File: src/rtl/cp0_exc_ctrl.sv
// CP0 exception/interrupt controller at the M stage: holds SR/Cause/EPC/PRId,
// raises a combinational req that flushes the pipe and latches the exception context.
module cp0_exc_ctrl #(
  parameter logic [31:0] PRID_VAL   = 32'h0000_0000,
  parameter logic [31:0] HANDLER_PC = 32'h0000_4180
) (
  input  logic        clk,
  input  logic        reset,
  input  logic [31:0] pcM,
  input  logic [4:0]  ExcCodeM,
  input  logic        bdM,
  input  logic        validM,
  input  logic [5:0]  HWInt,
  input  logic        we,
  input  logic [4:0]  addr,
  input  logic [31:0] wdata,
  input  logic        eret,
  output logic [31:0] rdata,
  output logic        req,
  output logic [31:0] epc,
  output logic [31:0] handler_pc
);
  logic [5:0]  im_q, im_d;
  logic        exl_q, exl_d;
  logic        ie_q, ie_d;
  logic        bd_q, bd_d;
  logic [5:0]  ip_q, ip_d;
  logic [4:0]  exccode_q, exccode_d;
  logic [31:0] epc_q, epc_d;
  logic        int_req, exc_req;
  logic [31:0] sr_w, cause_w;

  // Bubbles carry the flushed slot's pc/bd, so interrupts need not look at validM.
  logic unused_validm;
  assign unused_validm = validM;

  assign int_req = (|(HWInt & im_q)) & ie_q & ~exl_q;
  assign exc_req = (ExcCodeM != 5'd0) & ~exl_q;
  assign req     = int_req | exc_req;

  assign sr_w    = {16'b0, im_q, 8'b0, exl_q, ie_q};
  assign cause_w = {bd_q, 15'b0, ip_q, 3'b0, exccode_q, 2'b0};

  assign epc        = epc_q;
  assign handler_pc = HANDLER_PC;

  always_comb begin
    im_d      = im_q;
    exl_d     = exl_q;
    ie_d      = ie_q;
    bd_d      = bd_q;
    exccode_d = exccode_q;
    epc_d     = epc_q;
    ip_d      = HWInt;
    if (req) begin
      exl_d     = 1'b1;
      bd_d      = bdM;
      exccode_d = int_req ? 5'd0 : ExcCodeM;
      epc_d     = bdM ? pcM - 32'd4 : pcM;
    end else begin
      if (we && addr == 5'd12) begin
        im_d  = wdata[15:10];
        exl_d = wdata[1];
        ie_d  = wdata[0];
      end
      if (we && addr == 5'd14) epc_d = wdata;
      // eret clears EXL after any same-cycle SR write
      if (eret) exl_d = 1'b0;
    end
  end

  always_ff @(posedge clk or negedge reset) begin
    if (!reset) begin
      im_q      <= '0;
      exl_q     <= 1'b0;
      ie_q      <= 1'b0;
      bd_q      <= 1'b0;
      ip_q      <= '0;
      exccode_q <= '0;
      epc_q     <= '0;
    end else begin
      im_q      <= im_d;
      exl_q     <= exl_d;
      ie_q      <= ie_d;
      bd_q      <= bd_d;
      ip_q      <= ip_d;
      exccode_q <= exccode_d;
      epc_q     <= epc_d;
    end
  end

  always_comb begin
    case (addr)
      5'd12:   rdata = sr_w;
      5'd13:   rdata = cause_w;
      5'd14:   rdata = epc_q;
      5'd15:   rdata = PRID_VAL;
      default: rdata = 32'd0;
    endcase
  end
endmodule

File: config.mk
export PLATFORM = sky130hd
export DESIGN_NAME = cp0_exc_ctrl
export DESIGN_NICKNAME = d
export VERILOG_FILES = /design/src/rtl/cp0_exc_ctrl.sv
export SDC_FILE = /design/constraint.sdc
export NUM_CORES = 1
export LEC_CHECK = 0
export ABC_AREA = 1
export CORE_MARGIN = 5
export CORE_UTILIZATION = 42
export CTS_BUF_LIST = sky130_fd_sc_hd__clkbuf_16
export CTS_CLUSTER_SIZE = 28
export DETAILED_ROUTE_END_ITERATION = 16
export PLACE_DENSITY = 0.82
export SLEW_MARGIN = 20
export SYNTH_ARGS = -nofsm -noshare
export SYNTH_HDL_FRONTEND = slang
export SYNTH_SLANG_ARGS = --single-unit
File: constraint.sdc
create_clock -name clk -period 1.7 [get_ports clk]
set_input_delay 0.17 -clock clk [delete_from_list [all_inputs] [get_ports clk]]
set_output_delay 0.17 -clock clk [all_outputs]
set_load 0.02 [all_outputs]
# Word level (Yosys, flattened, before mapping)
# Index checks and enable logic that the tools add are counted.
# classes
add_sub_neg	1
eq_ne	3
muxes	8
bitwise_logic	7
n_reduce_logical	7
# op_table
operator	count
32-bit 2-to-1 mux	3
32-bit case mux with 3 select lines	1
32-bit by 3-bit subtractor with 32-bit output, second input constant	1
5-bit by 4-bit equality test with 1-bit output, second input constant	3
6-bit bitwise AND	1
6-bit OR reduction	1
5-bit 2-to-1 mux	1
5-bit nonzero test	1
1-bit bitwise AND	3
1-bit 2-to-1 mux	3
3-bit nonzero test	1
1-bit logical AND	2
1-bit NOT	2
2-bit AND reduction	1
2-bit nonzero test	1
1-bit OR	1
# word_totals
register_bits	52
inputBits	86
out_inout_bits	97
elab_cells	33

# Longest topological paths before layout
# logic_depth
depth_word	7
mapped_depth	12
mapped_depth_nobuf	12

# Least setup slack after synthesis
# OpenSTA, ideal clock, no wires.
# synth_timing
path_kind	register to register
startpoint	register im_q[5]
endpoint	register epc_q[10], in the netlist epc[10]
setup_ns	0.129
t_arrival_ns	1.214
required_time_ns	1.571
setup_slack_ns	0.357
stages_incl_launch_ff	10
n_path_buf	1
period_less_slack_ns	1.343
path_cell_list	dfrtp_1 -> nand2_1 -> nand2_1 -> nor2_1 -> nand2_1 -> nand3_4 -> nand2_4 -> buf_2 -> o21ai_0 -> o21ai_0
# synth_via
elab_chain_len	6
elab_cells_between_ends	7
classes_between	mux: 1; bitwise: 4; reduce/logical: 2
# synth_lines
element	line	rtl
start, declared	23	logic [5:0] im_q, im_d;
start signal, assigned	82	im_q <= im_d;
6-bit bitwise AND *	37	assign int_req = (|(HWInt & im_q)) & ie_q & ~exl_q;
6-bit OR reduction *	37	
1-bit bitwise AND * (2 in series)	37	
1-bit OR *	39	assign req = int_req | exc_req;
32-bit 2-to-1 mux / 2-bit nonzero test (equally long branches)	--	
end signal, assigned	88	epc_q <= epc_d;
end, declared	29	logic [31:0] epc_q, epc_d;
# Every way passes the cells marked *; elsewhere a longest branch is shown, timed or not.
# A chain may end at the register's enable or synchronous reset.

# Worst setup path in the final report
# layout_timing
startpoint	input addr[2]
endpoint	output rdata[6]
# layout_via
elab_chain_len	2
elab_cells_between_ends	4
classes_between	eq/ne: 3; mux: 1
# layout_lines
element	line	rtl
start, declared	15	input logic [4:0] addr,
5-bit by 4-bit equality test with 1-bit output	93	case (addr)
32-bit case mux with 3 select lines *	93	
end, declared	18	output logic [31:0] rdata,
# Marked as above.

==> results by group <==
Timing
  • RSZ-0062 raised after global routing: true
  • Clk_skew: 0.00943 ns
  • Max Fclk: 0.594 GHz
  • Hold Vio Cnt, Final: 0
  • Final critical-path required period: 1.68 ns
  • Period utilization: 99.1%
  • Slew margin rel.: 63.0%
  • Setup-failing EPs final: 0
  • Worst Max-Slew Pin Slew: 0.554 ns
  • Slew Viols, Final: 0
  • Final Hold Slack: 0.358 ns

Placed design
  • Port buffer count: 149
  • GPL Wtd Cong: 0.866
  • Placed wire-length estimate: 11.5 mm
  • Post-placement cell count: 936

Pwr
  • Clock share of power: 13.2%
  • Combinational Power Share: 57.1%
  • Sw Ratio: 43.6%
  • Power Dens Cells: 1240 nW/um^2
  • Sequential group share of total power: 29.8%
  • Worst-case vdd ir drop: 0.655 mV
  • Leakage: 3.13 nW
  • Power Total: 7.51 mW
  • P_sw: 3.27 mW
  • Pint: 4.24 mW

Drt
  • DRT iter0 DRCs: 170
  • Routed Antenna Nets: 0
  • Vias: 4,601
  • Post-Route WL: 13.7 mm
  • Drt drc: 0
  • First-pass iteration count of the detailed router: 7
  • Post-DR wirelength/cell: 14.5 um
  • Via density: 4.86

Floorplanning
  • Chip Width: 107 um
  • Core area: 9150 um^2
  • Die Area: 11,400 um^2
  • Io pins: 183
  • Starting Density: 42.8%
  • Row Count: 35
  • Chip height: 107 um

Logic synthesis
  • Distinct cells, synth: 33
  • Synth Flop Type: dfrtp_1
  • Post-synth EDFFs: 0
  • Avg Synthesized Cell Area: 6.40 um^2
  • Synthesized flop and latch total: 52
  • Syn Inst Count: 613
  • Post-synth ARST share: 100%
  • Number of synthesis warnings: 0
  • Post-synth design cell area: 3920 um^2
  • Register area share after synthesis: 33.2%

CTS
  • TritonCTS Buffers: 5
  • # clock sinks: 52
  • Clk_lat worst skew: 0.29 ns
  • Clock buffer depth: 2
  • Clock Root Buffer: clkbuf_16
  • CTS tree: yes
  • CTS H-tree lvls: 2
  • Clk pin slew, worst setup/hold paths: 0.07 ns

Worst hold path
  • Worst Hold Class: in -> reg
  • Worst Hold Path EP: ip_q[1]
  • Min-delay src: HWInt[1]
  • Hold depth: 1

Flow run
  • Max_cap viols: 0

Critical path
  • RR Startpoint: im_q[1]
  • Critical path class: in -> out
  • Reg-to-Reg End: exl_q
  • Worst EP required: 1.53 ns
  • CP delay by family, top: buffers and inverters
  • Worst Path Max Fanout: 6
  • Crit path launch type: primary input
  • Worst Setup End Kind: primary output
  • Crit. Startpoint: addr[2]
  • Worst Path Arrival: 1.51 ns
  • Top cell by count, worst path: buf_4
  • Worst R2R Setup Slack: 0.17 ns
  • Critical path's slowest cell: clkdlybuf4s50_1
  • Crit path cell chain: clkdlybuf4s50_1, nand2_2, nor2_2, nand3_1, buf_4, o21ai_0, buf_4
  • Worst R2R Path Depth: 10
  • CP peak stage delay: 0.47 ns
  • CP Buf/Inv Count: 3

Run status
  • Status: completed

Global route
  • Largest net degree at the start of global routing: 31
  • GRT Total Usage: 23.9%
  • First-pass GRT wire length: 22.2 mm
  • Vias in the first global route: 4,645
  • Antenna violations before repair: 0
  • Congestion Overflow GR: 0

Layout
  • Diodes inserted: 0
  • Final Net Count: 921
  • # fillers: 805
  • Non-filler cells, final: 946
  • Synth-to-Final Area Change: 54.8%
  • Layout cells sized above 1: 18.2%
[power groups by stage]
| stage | clock (mW) | sequential (mW) | combinational, mW |
|---|---|---|---|
| after floorplan | 0 | 2.62 | 1.83 |
| after global placement | 0 | 2.22 | 4.16 |
| after detailed placement | 0 | 2.25 | 4.28 |
| after CTS | 0.999 | 2.23 | 4.27 |
| after global routing | 1.05 | 2.30 | 4.69 |
| final | 0.988 | 2.24 | 4.28 |
[per-layer routing]
metal  up-vias  GRT usage, %  share of wire, %
met3        32          3.61               5.2
met4         0          8.58               3.0
li1       2261             -                 -
met5         -             0                 0
met2       168          42.9                51
met1      2140          29.0                41
[how the worst max path moves through the flow]
stage | end | slack (ns) | cells after the start
after floorplan | epc[10] | 0.36 | 9
after CTS | rdata[6] | -0.02 | 7
after global placement | rdata[14] | -0.39 | 8
after detailed placement | rdata[6] | -0.45 | 7
after global routing | epc[19] | -0.03 | 10
final | rdata[6] | 0.02 | 7
[synth_stat cells (2+ instances only)]
master,number,share of area (%)
and2_1,2,0.32
clkbuf_1,3,0.29
nor2_1,85,8.1
nand2_1,201,19
inv_4,2,0.32
nor2_4,4,1.1
nand4_1,5,0.80
o21ai_0,38,4.8
nand3_1,47,6.0
nand2_2,3,0.48
o21ai_1,2,0.26
buf_2,6,0.77
xor2_1,9,2.0
a21oi_1,5,0.64
dfrtp_1,52,33
buf_6,2,0.57
nand3_4,2,0.89
inv_1,82,7.8
o22ai_1,2,0.32
xnor2_1,2,0.45
conb_1,2,0.19
o211ai_1,5,0.96
nand3b_1,4,0.77
buf_4,36,6.9
nor2_2,4,0.64
[through the flow]
step,worst slack [ns],area (um^2),TNS [ns],utilization [%]
final,0.0160,6070,0,66.3
after detailed placement,-0.446,5990,-17.19,65.4
after global routing,-0.0301,6070,-0.115,66.3
after CTS,-0.0250,6080,-0.0421,66.4
after floorplan,0.357,4030,0,-
after global placement,-0.393,5990,-13.86,65.4
[flip-flops by register name, indices dropped and copies added, names as in the netlist]
register and flops:
epc 32, exccode_q 5, bd_q 1, im_q 6, ip_q 6, ie_q 1, exl_q 1
[logic make-up (layout without fill, tap and decap cells)]
kind of cell / Yosys count / count (layout) / synth area share, %
compound gates: 55 / 55 / 7.69
xor+xnor: 11 / 11 / 2.46
fa+ha+maj: 1 / 1 / 0.319
buf+inv: 132 / 324 / 16.8
flops: 52 / 52 / 33.2
other cells: 2 / 32 / 0.192
simple gates: 360 / 360 / 39.4
[worst register-to-register path, cell delays in order, from the launching register on]
cell and delay, ns:
dfrtp_1 0.39, nand2_1 0.07, nand2_1 0.05, nor2_1 0.08
nand2_1 0.10, nand3_4 0.09, nand2_4 0.06, buf_4 0.17
inv_4 0.10, buf_4 0.14, o311ai_0 0.14
[area by class of cell]
class / instances / area, um^2 / area share (%)
Multi-Input combinational cell: 459 / 2120 / 35.0
Tap cell: 111 / 139 / 2.29
Clock inverter: 3 / 15.0 / 0.247
Sequential cell: 52 / 1300 / 21.4
Timing Repair Buffer: 231 / 2040 / 33.6
Inverter: 85 / 327 / 5.38
Clock buffer: 5 / 125 / 2.06
[placed cells by master (no fill, tap or decap), types with 4 or more instances in the layout]
master	netlist	layout
nand2_2	3	5
inv_1	82	81
nor2_4	4	5
buf_12	0	5
nand4_1	5	5
nand3_1	47	47
o21ai_1	2	5
a21oi_1	5	5
o21ai_0	38	35
conb_1	2	32
nor2_1	85	79
nand2_1	201	198
nor2_2	4	9
dfrtp_1	52	52
clkdlybuf4s50_1	0	113
xor2_1	9	8
nand3b_1	4	4
buf_2	6	26
o211ai_1	5	5
clkbuf_16	0	5
buf_4	36	79
[timing repair]
item / in CTS / in global routing
setup endpoints to repair: 33 / 43
resized for setup: 118 / 47
hold buffers: 1 / 0
pin swaps: 0 / 9
endpoints found under the hold margin: 23 / 0
buffers inserted: 0 / 1
Note: power is estimated with default switching activity, not from simulation.
